===== src/rtl/audio_mix_dcblock_pkg.sv =====
// Shared audio definitions: stereo mode codes, mixer FSM states and a
// saturation helper reused by the audio datapath blocks.
package audio_mix_dcblock_pkg;

    localparam logic [1:0] STEREO_ABC  = 2'd0;
    localparam logic [1:0] STEREO_ACB  = 2'd1;
    localparam logic [1:0] STEREO_MONO = 2'd2;  // code 3 is also treated as mono

    typedef enum logic [2:0] {
        ST_IDLE  = 3'd0,
        ST_LATCH = 3'd1,
        ST_MIX   = 3'd2,
        ST_HPF   = 3'd3,
        ST_SAT   = 3'd4
    } mix_state_t;

    // Clamp a sign-extended value to the range of a dw-bit two's complement word.
    function automatic logic signed [31:0] saturate(input logic signed [31:0] v,
                                                    input int dw);
        logic signed [31:0] hi;
        logic signed [31:0] lo;
        hi = (32'sd1 <<< (dw - 1)) - 32'sd1;
        lo = -(32'sd1 <<< (dw - 1));
        if (v > hi) begin
            return hi;
        end else if (v < lo) begin
            return lo;
        end else begin
            return v;
        end
    endfunction

endpackage


===== src/rtl/audio_mix_dcblock_dc_blocker.sv =====
// Single-channel first-order DC blocker with bypass. The saturated output
// register doubles as the y_prev feedback state.
module audio_mix_dcblock_dc_blocker
    import audio_mix_dcblock_pkg::*;
#(
    parameter int AUDIO_DW  = 16,
    parameter int DCB_SHIFT = 10
) (
    input  logic                       clk,
    input  logic                       reset,
    input  logic                       en,
    input  logic                       bypass,
    input  logic signed [AUDIO_DW+1:0] x_in,
    output logic signed [AUDIO_DW-1:0] y_out
);

    localparam int XW = AUDIO_DW + 2;
    localparam logic signed [XW-1:0] X_RESET = -$signed(XW'(1) << (AUDIO_DW - 1));

    logic signed [XW-1:0]       x_prev_q, x_prev_d;
    logic signed [AUDIO_DW-1:0] y_prev_q, y_prev_d;
    logic signed [XW-1:0]       y_prev_ext;
    logic signed [XW-1:0]       y_full;
    logic signed [XW-1:0]       y_sel;
    logic signed [31:0]         y_sat_w;

    always_comb begin
        y_prev_ext = XW'(y_prev_q);
        // Range analysis: |x - x_prev| + |y_prev| stays inside AUDIO_DW+2 bits.
        y_full     = x_in - x_prev_q + y_prev_ext - (y_prev_ext >>> DCB_SHIFT);
        y_sel      = bypass ? x_in : y_full;
        y_sat_w    = saturate({{(32 - XW){y_sel[XW-1]}}, y_sel}, AUDIO_DW);
        x_prev_d   = x_prev_q;
        y_prev_d   = y_prev_q;
        if (en) begin
            x_prev_d = x_in;
            y_prev_d = y_sat_w[AUDIO_DW-1:0];
        end
    end

    always_ff @(posedge clk) begin
        if (reset) begin
            x_prev_q <= X_RESET;
            y_prev_q <= '0;
        end else begin
            x_prev_q <= x_prev_d;
            y_prev_q <= y_prev_d;
        end
    end

    assign y_out = y_prev_q;

endmodule


===== src/rtl/audio_mix_dcblock.sv =====
// PSG + tape stereo mixer with per-channel DC blocking, producing signed
// samples at SAMPLE_RATE from a fractional tick generator.
module audio_mix_dcblock
    import audio_mix_dcblock_pkg::*;
#(
    parameter int SAMPLE_RATE = 48_000,
    parameter int AUDIO_DW    = 16,
    parameter int TAPE_LEVEL  = 64,
    parameter int DCB_SHIFT   = 10
) (
    input  logic                clk,
    input  logic                reset,
    input  logic [31:0]         clk_rate,
    input  logic [7:0]          ch_a,
    input  logic [7:0]          ch_b,
    input  logic [7:0]          ch_c,
    input  logic                tape_in,
    input  logic [1:0]          stereo_mode,
    input  logic                dc_bypass,
    output logic [AUDIO_DW-1:0] left_chan,
    output logic [AUDIO_DW-1:0] right_chan,
    output logic                out_valid,
    output logic                overrun
);

    localparam int XW       = AUDIO_DW + 2;
    localparam int SCALE_SH = AUDIO_DW - 10;
    localparam logic signed [XW-1:0] X_OFFSET = $signed(XW'(1) << (AUDIO_DW - 1));

    mix_state_t state_q, state_d;
    logic [31:0] acc_q, acc_d;
    logic [32:0] acc_sum;
    logic        tick;
    logic        overrun_q, overrun_d;

    logic [7:0]  ch_a_q, ch_a_d, ch_b_q, ch_b_d, ch_c_q, ch_c_d;
    logic        tape_q, tape_d, bypass_q, bypass_d;
    logic [1:0]  mode_q, mode_d;

    logic [9:0]  a1, b1, c1, a2, b2, c2, tape_lvl;
    logic [9:0]  sum_l, sum_r;
    logic signed [XW-1:0] x_l_q, x_l_d, x_r_q, x_r_d;
    logic signed [AUDIO_DW-1:0] y_l, y_r;

    // Fractional rate divider: one tick per clk_rate/SAMPLE_RATE clocks on average.
    always_comb begin
        acc_sum = {1'b0, acc_q} + 33'(SAMPLE_RATE);
        tick    = (acc_sum >= {1'b0, clk_rate});
        acc_d   = tick ? 32'(acc_sum - {1'b0, clk_rate}) : acc_sum[31:0];
    end

    always_comb begin
        state_d   = state_q;
        overrun_d = overrun_q;
        case (state_q)
            ST_IDLE:  if (tick) state_d = ST_LATCH;
            ST_LATCH: state_d = ST_MIX;
            ST_MIX:   state_d = ST_HPF;
            ST_HPF:   state_d = ST_SAT;
            ST_SAT:   state_d = ST_IDLE;
            default:  state_d = ST_IDLE;
        endcase
        if (tick && (state_q != ST_IDLE)) begin
            overrun_d = 1'b1;
        end
    end

    always_comb begin
        ch_a_d   = ch_a_q;
        ch_b_d   = ch_b_q;
        ch_c_d   = ch_c_q;
        tape_d   = tape_q;
        mode_d   = mode_q;
        bypass_d = bypass_q;
        if (state_q == ST_LATCH) begin
            ch_a_d   = ch_a;
            ch_b_d   = ch_b;
            ch_c_d   = ch_c;
            tape_d   = tape_in;
            mode_d   = stereo_mode;
            bypass_d = dc_bypass;
        end
    end

    // Worst case 2*255 + 255 + TAPE_LEVEL fits the 10-bit sums.
    always_comb begin
        a1       = {2'b00, ch_a_q};
        b1       = {2'b00, ch_b_q};
        c1       = {2'b00, ch_c_q};
        a2       = {1'b0, ch_a_q, 1'b0};
        b2       = {1'b0, ch_b_q, 1'b0};
        c2       = {1'b0, ch_c_q, 1'b0};
        tape_lvl = tape_q ? 10'(TAPE_LEVEL) : 10'd0;
        case (mode_q)
            STEREO_ABC: begin
                sum_l = a2 + b1 + tape_lvl;
                sum_r = c2 + b1 + tape_lvl;
            end
            STEREO_ACB: begin
                sum_l = a2 + c1 + tape_lvl;
                sum_r = b2 + c1 + tape_lvl;
            end
            default: begin
                sum_l = a1 + b1 + c1 + tape_lvl;
                sum_r = sum_l;
            end
        endcase
        x_l_d = x_l_q;
        x_r_d = x_r_q;
        if (state_q == ST_MIX) begin
            x_l_d = $signed(XW'(sum_l) << SCALE_SH) - X_OFFSET;
            x_r_d = $signed(XW'(sum_r) << SCALE_SH) - X_OFFSET;
        end
    end

    always_ff @(posedge clk) begin
        if (reset) begin
            state_q   <= ST_IDLE;
            acc_q     <= '0;
            overrun_q <= 1'b0;
            ch_a_q    <= '0;
            ch_b_q    <= '0;
            ch_c_q    <= '0;
            tape_q    <= 1'b0;
            mode_q    <= STEREO_ABC;
            bypass_q  <= 1'b0;
            x_l_q     <= '0;
            x_r_q     <= '0;
        end else begin
            state_q   <= state_d;
            acc_q     <= acc_d;
            overrun_q <= overrun_d;
            ch_a_q    <= ch_a_d;
            ch_b_q    <= ch_b_d;
            ch_c_q    <= ch_c_d;
            tape_q    <= tape_d;
            mode_q    <= mode_d;
            bypass_q  <= bypass_d;
            x_l_q     <= x_l_d;
            x_r_q     <= x_r_d;
        end
    end

    // Filter registers load at the end of HPF, so the new sample is visible in SAT.
    audio_mix_dcblock_dc_blocker #(
        .AUDIO_DW  (AUDIO_DW),
        .DCB_SHIFT (DCB_SHIFT)
    ) u_dcb_l (
        .clk    (clk),
        .reset  (reset),
        .en     (state_q == ST_HPF),
        .bypass (bypass_q),
        .x_in   (x_l_q),
        .y_out  (y_l)
    );

    audio_mix_dcblock_dc_blocker #(
        .AUDIO_DW  (AUDIO_DW),
        .DCB_SHIFT (DCB_SHIFT)
    ) u_dcb_r (
        .clk    (clk),
        .reset  (reset),
        .en     (state_q == ST_HPF),
        .bypass (bypass_q),
        .x_in   (x_r_q),
        .y_out  (y_r)
    );

    assign left_chan  = y_l;
    assign right_chan = y_r;
    assign out_valid  = (state_q == ST_SAT);
    assign overrun    = overrun_q;

endmodule


===== config.mk =====
export PLATFORM = sky130hd
export DESIGN_NAME = audio_mix_dcblock
export DESIGN_NICKNAME = d
export VERILOG_FILES = /design/src/rtl/audio_mix_dcblock_pkg.sv /design/src/rtl/audio_mix_dcblock_dc_blocker.sv /design/src/rtl/audio_mix_dcblock.sv
export SDC_FILE = /design/constraint.sdc
export NUM_CORES = 1
export LEC_CHECK = 0
export ABC_AREA = 1
export CAP_MARGIN = 25
export CORE_ASPECT_RATIO = 1.25
export CORE_UTILIZATION = 50
export DETAILED_ROUTE_END_ITERATION = 6
export HOLD_SLACK_MARGIN = 0.15
export PLACE_DENSITY = 0.7
export RECOVER_POWER = 25
export SLEW_MARGIN = 15
export SYNTH_ARGS = -nofsm -noshare
export SYNTH_HDL_FRONTEND = slang
export SYNTH_SLANG_ARGS = --single-unit
export TNS_END_PERCENT = 100

===== constraint.sdc =====
create_clock -name clk -period 8.7 [get_ports clk]
set_clock_uncertainty 0.2 [all_clocks]
set_input_delay 1.305 -clock clk [delete_from_list [all_inputs] [get_ports clk]]
set_output_delay 1.305 -clock clk [all_outputs]
set_load 0.1 [all_outputs]

==> PnR_summary.wiki, run 1 <==
{| class="wikitable"
! Metric !! Value
|-
| Antenna diodes || 0
|-
| Via count || 13127
|-
| Setup repair after global routing missed its margin || false
|-
| CP top delay family || simple AND/OR/NAND/NOR gates
|-
| Compound-cell area share of the yosys netlist || 16.33%
|-
| Die span in y || 184.1 um
|-
| Crit path from || acc_q[7]$_SDFF_PP0_
|-
| Worst-path clk slew || 0.06 ns
|-
| Max clock buf depth || 2
|-
| Count of buffer and inverter cells on the critical path || 4
|-
| Power share of the combinational group || 72.8%
|-
| Clock root buffer master || clkbuf_16
|-
| Yosys reg bits || 134
|-
| Class of the tightest hold or removal check || register to register
|-
| Most heavily used metal layer in global routing || met2
|-
| Proportion of synthesized area in mux cells || 0%
|-
| Worst reg2reg setup slack || 3.86 ns
|-
| Critical path start-end classification || register to register
|-
| First-pass DRT Iterations || 5
|-
| Final slew viol count || 48
|-
| Share of the clock period used by the worst path || 55.68%
|-
| Async SR Flop Fraction || 0%
|-
| Fin worst setup slack || 3.856 ns
|-
| Maximum fanout along the worst path || 34
|-
| Most prevalent standard cell on the critical path || nor2_1
|-
| Met2 GRT Util || 58.57%
|-
| Insertion delay to the later sink of the worst-skew pair || 0.43 ns
|-
| Largest cells by area after synthesis || dfxtp_1 20%, ha_1 14%, nand2_1 12%
|-
| First-iteration detailed-routing DRC count || 634
|-
| Initial Utilization || 51.00%
|-
| Violations in the final reports || max-capacitance violations, max-slew violations
|-
| Cell variety after synth || 49
|-
| Adder-Cell Fraction of Synth Area || 23.09%
|-
| Yosys warning total || 0
|-
| Setup_tns || 0 ns
|-
| I/O pin count || 96
|-
| Most common flop cell mapped by yosys || dfxtp_1
|-
| Number of buffers added by the clock tree synthesis step || 17
|-
| Standby leakage power || 7.697 nW
|-
| Max Freq || 206.4 MHz
|-
| GRT overflow || 0
|-
| Post-route ant nets || 0
|-
| Antenna violations before repair || 0
|-
| Chain of cells forming the critical path || inv_1 > ha_1 > a21oi_1 > nor2_1 > o21ai_2 > nand2_1 > nor2_1 > nand2_1 > o21ai_0 > inv_1 > ha_1 > nand2_1 > nor3_1 > inv_1 > nor2_1 > a21oi_1 > nand2_1 > nand2_2 > nand2_4 > inv_6 > nor2_1 > nor2_1
|-
| M1 GR Usage || 33.05%
|-
| Internal power || 2.684 mW
|-
| Maximum number of pins on one net before global-route repair || 81
|-
| Post-Syn Instances || 2021
|-
| Post-Synthesis Mean Instance Area || 6.564 um2
|-
| Wire length of the first global-routing pass || 66540 um
|-
| Min Tclk post-route || 4.844 ns
|-
| Htree depth || 4
|-
| Max transition margin || -40.92%
|-
| Area fraction of the dominant cell type after synthesis || 20.22%
|-
| P per Cell Area || 400.7 nW/um2
|-
| Sort of element at the start of the critical path || register
|-
| Layout area overhead || 13.70%
|-
| Via density per instance || 5.369
|-
| Hold Crit Start || overrun$_SDFFE_PP0P_
|-
| Area of the mapped netlist || 13270 um2
|-
| Number of flops mapped to enable cells by yosys || 0
|-
| Largest area contributor in the netlist || dfxtp_1
|-
| Number of post-CTS setup repair buffers || 0
|-
| Number of nets in the synthesized netlist || 2290
|-
| Final nets || 2361
|-
| Overall Global Routing Usage || 31.85%
|-
| Post-synthesis share of cell area spent on and, or, nand and nor gates || 25.07%
|-
| Dominant combinational cell family by area after synthesis || simple AND/OR/NAND/NOR gates
|-
| Result of the run || finished with violations
|-
| Gates resized, CTS repair || 0
|-
| Wire length after detailed routing || 42110 um
|-
| Critical path capture point type || register
|-
| Data arrival time at the worst-slack endpoint || 4.96 ns
|-
| Buffers on Ports || 95
|-
| Xor and xnor area share after synthesis || 2.641%
|-
| HPWL after detailed placement || 33640 um
|-
| Cts-stage hold buffer count || 0
|-
| Slowest stage cell, crit path || o21ai_0
|-
| CP Data Required Time || 8.82 ns
|-
| Clock sink count || 134
|-
| Setup-failing EPs final || 0
|-
| Delay contributed by the slowest stage of the critical path || 0.61 ns
|-
| Net switching component of the power || 3.360 mW
|-
| Final hold violation count || 0
|-
| Part of the Yosys area used for sequential elements || 20.22%
|-
| GR Layer Usage met3 || 4.208%
|-
| Gp weighted congestion || 1.104
|-
| Max-cap violations || 1
|-
| VDD IR-drop max || 0.0001815 V
|-
| Number of global-route vias before repair || 12877
|-
| Drc violations || 0
|-
| Actual transition at the worst max-transition pin || 2.114 ns
|-
| Worst setup slack before clock tree synthesis || 3.952 ns
|-
| Layout cells sized above 1 || 2.993%
|-
| Relative contribution of sequential cells to total power || 15.5%
|-
| Startpoint of the lowest-slack register-to-register path || acc_q[7]$_SDFF_PP0_
|-
| Die W || 147.7 um
|-
| WL per Instance || 17.22 um
|-
| Clock Power Share || 11.7%
|-
| Placement Rows || 66
|-
| Total die area || 27190 um2
|-
| Share of total power consumed by net switching || 55.60%
|-
| Std-Cell Core Area || 26010 um2
|-
| CTS tree || done
|}
-- layer usage --
| metal | vias to the layer above | part of all wire [%] |
|---|---|---|
| met1 | 6052 | 38 |
| li1 | 6602 | - |
| met2 | 360 | 51 |
| met4 | 0 | 7.3 |
| met3 | 113 | 4.2 |
| met5 | - | 0 |
-- cells by family after synthesis --
logic type / count (synthesis)
AOI/OAI and AO/OA: 406
xor gates and xnor gates: 40
adders and majority gates: 207
buffers and inverters: 436
DFF: 134
and+or+nand+nor: 798
-- Yosys cell counts, types with 2 or more instances --
master and n:
nand2_1 418, inv_1 381, nor2_1 203, a21oi_1 176, o21ai_0 172, ha_1 144
dfxtp_1 134, nand3_1 110, fa_1 63, clkbuf_1 36, xor2_1 28, nand4_1 22
a31oi_1 16, nor3_1 13, nand3b_1 12, o21bai_1 12, xnor2_1 12, buf_2 9
a21o_1 6, nand2_2 4, o22ai_1 4, a21boi_0 3, a21oi_2 3, and2_1 3
inv_2 3, nor2_2 3, or2_2 3, a211o_1 2, a221oi_1 2, a22oi_1 2
buf_4 2, nand3_2 2, o211ai_1 2
-- final timing paths --
| check | to | cells after the start |
|---|---|---|
| worst max-delay path | acc_q[16]$_SDFF_PP0_ | 22 |
| worst max register to register | acc_q[16]$_SDFF_PP0_ | 22 |
| worst min-delay path | overrun$_SDFFE_PP0P_ | 2 |
| worst min register to register | overrun$_SDFFE_PP0P_ | 2 |
-- worst min-delay path: cells and delay by family (launching register included) --
kind | cells | cell delay (ns)
buf+inv | 1 | 0.05
flops | 1 | 0.31
compound gates | 1 | 0.05
-- layout by cell type (no fill, tap or decap), types with 3 or more instances in the layout --
master,n
nand4_1,22
a21oi_1,176
xnor2_1,12
nand3b_1,12
buf_4,4
and2_1,3
dfxtp_1,134
a21o_1,6
clkbuf_16,17
nor2_1,203
xor2_1,28
inv_2,3
o22ai_1,4
nor3_1,13
nand2_1,418
o21bai_1,12
a21oi_2,3
clkinvlp_4,3
clkbuf_1,3
inv_1,381
a21boi_0,3
or2_2,3
clkdlybuf4s50_1,94
nor2_2,3
a31oi_1,16
nand3_1,109
nand3_2,3
ha_1,144
nand2_2,4
clkbuf_8,3
o21ai_0,172
clkinv_4,3
fa_1,63
-- state kept, by name, indices dropped and copies added, names as in the netlist, 3 cells and up --
| signal | cells |
|---|---|
| acc_q | 32 |
| ch_a_q | 8 |
| ch_b_q | 8 |
| ch_c_q | 8 |
| state_q | 3 |
| u_dcb_l.x_prev_q | 10 |
| u_dcb_l.y_out | 16 |
| u_dcb_r.x_prev_q | 9 |
| u_dcb_r.y_out | 16 |
| x_l_q | 10 |
| x_r_q | 9 |
-- metrics by stage --
| step | hold WS, ns | cell area [um2] | std cells | utilization, % | power, mW |
|---|---|---|---|---|---|
| finish | 0.2569 | 15080 | 2445 | 57.99 | 6.044 |
| global route | 0.2827 | 15080 | 2445 | 57.99 | 6.685 |
| floorplan | 0.2447 | 13270 | 2021 | - | 4.123 |
| CTS | 0.2588 | 15060 | 2444 | 57.90 | 5.999 |
| detailed placement | 0.2492 | 14490 | 2412 | 55.70 | 5.268 |
| global placement | 0.2382 | 14460 | 2411 | 55.59 | 5.227 |
-- final cells by class --
cell class / instances / area, um2
Timing Repair Buffer: 102 / 1040
Clock buffer: 22 / 474.2
Inverter: 386 / 1455
Clock inverter: 10 / 97.59
Tap cell: 340 / 425.4
Fill cell: 2646 / 10930
Sequential cell: 134 / 2683
Multi-Input combinational cell: 1451 / 8910
-- power groups by stage --
stage / clock network (mW) / registers [mW] / logic [mW]
2_1_floorplan: 0 / 0.955 / 3.17
3_3_place_gp: 0 / 0.948 / 4.28
3_5_place_dp: 0 / 0.949 / 4.32
4_1_cts: 0.719 / 0.937 / 4.34
5_1_grt: 0.748 / 0.959 / 4.98
6_report: 0.705 / 0.939 / 4.40
Power figures use the tool's default switching activity.
==> run 2: changes to the inputs <==
==> constraint.sdc (replaced) <==
create_clock -name clk -period 4.75 [get_ports clk]
set_clock_uncertainty 0.2 [all_clocks]
set_input_delay 0.7125 -clock clk [delete_from_list [all_inputs] [get_ports clk]]
set_output_delay 0.7125 -clock clk [all_outputs]
set_load 0.1 [all_outputs]
==> PnR_summary.wiki, run 2 (synthesized netlist as in run 1, its figures left out) <==
{| class="wikitable"
! Metric !! Value
|-
| Result of the run || finished clean
|-
| Wire length after detailed routing || 40500 um
|-
| Clock sink count || 134
|-
| Number of buffers added by the clock tree synthesis step || 17
|-
| Overall Global Routing Usage || 30.89%
|-
| Share of the clock period used by the worst path || 87.82%
|-
| First-iteration detailed-routing DRC count || 690
|-
| Worst reg2reg setup slack || 0.58 ns
|-
| Clock Power Share || 11.3%
|-
| Critical path capture point type || register
|-
| Area post-placement || 14530 um2
|-
| Final hold violation count || 0
|-
| Max reg flops || 32
|-
| Via density per instance || 5.338
|-
| Most common library cell in the layout ignoring fill and taps || nand2_1
|-
| Die W || 147.7 um
|-
| Min Tclk post-route || 4.171 ns
|-
| Sequential cell area in the final layout || 2683 um2
|-
| Standby leakage power || 7.696 nW
|-
| CP Data Required Time || 4.87 ns
|-
| Setup-failing EPs final || 0
|-
| Buffers on Ports || 95
|-
| Max-cap violations || 0
|-
| Layout area overhead || 13.60%
|-
| Number of post-CTS setup repair buffers || 0
|-
| Worst setup slack before clock tree synthesis || 0.5814 ns
|-
| Htree depth || 4
|-
| Wire length of the first global-routing pass || 65470 um
|-
| Class of the tightest hold or removal check || register to register
|-
| HPWL after detailed placement || 32280 um
|-
| GRT overflow || 0
|-
| VDD IR-drop max || 0.0003341 V
|-
| CTS tree || done
|-
| Hold Crit Start || mode_q[0]$_SDFFE_PP0P_
|-
| Clock root buffer master || clkbuf_16
|-
| Share of total power consumed by net switching || 55.38%
|-
| Worst-path clk slew || 0.06 ns
|-
| Drc violations || 0
|-
| Std-Cell Core Area || 26010 um2
|-
| Fin worst setup slack || 0.5788 ns
|-
| Initial Utilization || 51.00%
|-
| Gates resized, CTS repair || 0
|-
| Setup repair after global routing missed its margin || false
|-
| Final slew viol count || 0
|-
| Max clock buf depth || 2
|-
| Post-route ant nets || 0
|-
| First-pass DRT Iterations || 5
|-
| Placement Rows || 66
|-
| Insertion delay to the later sink of the worst-skew pair || 0.44 ns
|-
| Gp weighted congestion || 0.9996
|-
| P per Cell Area || 722.7 nW/um2
|-
| Critical path start-end classification || register to register
|-
| I/O pin count || 96
|-
| Cts-stage hold buffer count || 0
|-
| Layout cells sized above 1 || 3.033%
|-
| Sort of element at the start of the critical path || register
|-
| WL per Instance || 16.53 um
|-
| Maximum fanout along the worst path || 20
|-
| Relative contribution of sequential cells to total power || 15.8%
|-
| Data arrival time at the worst-slack endpoint || 4.29 ns
|-
| Final nets || 2368
|-
| Power share of the combinational group || 72.9%
|-
| Via count || 13078
|-
| Multi-input gate area in the final layout || 8910 um2
|-
| Net switching component of the power || 6.031 mW
|-
| Post-Route Hold Slack || 0.2817 ns
|-
| Top reg by flops || acc_q
|-
| Total die area || 27190 um2
|-
| Actual transition at the worst max-transition pin || 1.481 ns
|-
| Setup_tns || 0 ns
|-
| Number of global-route vias before repair || 13182
|-
| Internal power || 4.860 mW
|-
| Startpoint of the lowest-slack register-to-register path || acc_q[7]$_SDFF_PP0_
|-
| Max transition margin || 1.269%
|-
| Antenna violations before repair || 0
|-
| Crit path from || acc_q[7]$_SDFF_PP0_
|-
| Die span in y || 184.1 um
|-
| Antenna diodes || 0
|-
| Most used cells in the layout excluding fill and tap cells || 418 x nand2_1, 381 x inv_1, 203 x nor2_1, 176 x a21oi_1, 172 x o21ai_0
|-
| FILL cells || 2659
|-
| Post-route cell area || 15070 um2
|-
| Maximum number of pins on one net before global-route repair || 66
|-
| Max Freq || 239.7 MHz
|}
## run 2: changes by cell type in the layout (fill, tap and decap cells not counted), moves of 2 or more
cell,delta
clkinv_2,+2
clkbuf_8,-3
clkbuf_1,+4
buf_4,+4
## run 2: final timing paths
kind,end,cells after the start
hold / removal,mode_q[0]$_SDFFE_PP0P_,2
hold reg to reg,mode_q[0]$_SDFFE_PP0P_,2
setup reg to reg,acc_q[15]$_SDFF_PP0_,21
setup / recovery,acc_q[15]$_SDFF_PP0_,21
## run 2: per-layer routing
metal  vias up  part of all wire, %  GRT usage [%]
met3       118                  3.1          3.465
li1       6622                    -              -
met1      6008                   40          33.74
met2       330                   51          56.66
met4         0                  6.1          19.51
met5         -                    0              0
## run 2: cell type report
| type | instances | share of cell area, % |
|---|---|---|
| multi-input cells | 1451 | 59.12 |
| flip-flops and latches | 134 | 17.80 |
| inverters | 386 | 9.655 |
| repair buffers | 109 | 7.132 |
| clock buffers | 21 | 2.922 |
| well taps | 340 | 2.823 |
| clock inverters | 9 | 0.5479 |
## run 2: power by group through the flow
stage,clock network (mW),logic (mW),registers (mW)
2_1_floorplan,0,5.80,1.75
3_3_place_gp,0,7.73,1.74
3_5_place_dp,0,7.81,1.74
4_1_cts,1.25,7.87,1.72
5_1_grt,1.29,9.05,1.76
6_report,1.23,7.94,1.72
## run 2: worst max-delay path: stages, from the launching register on
cell     delay, ns
dfxtp_1       0.32
inv_1         0.08
ha_1          0.24
a21oi_1       0.29
nor2_1        0.13
o21ai_2       0.18
nand2_1       0.12
nor2_1        0.15
nand2_1       0.08
o21ai_0       0.51
inv_1         0.10
ha_1          0.22
a21o_1        0.19
a31oi_1       0.16
o21ai_0       0.12
a21oi_1       0.17
nand2_1       0.12
nand2_2       0.14
buf_4         0.29
nand3_1       0.11
nand2_1       0.07
nor2_1        0.07
## run 2: through the flow
stage                     std cells  power [mW]  util, %
after floorplan                2021       7.552        -
after global placement         2419       9.469    55.87
after detailed placement       2419       9.551    55.87
after CTS                      2449       10.85    57.88
after global routing           2450       12.10    57.94
final                          2450       10.89    57.94
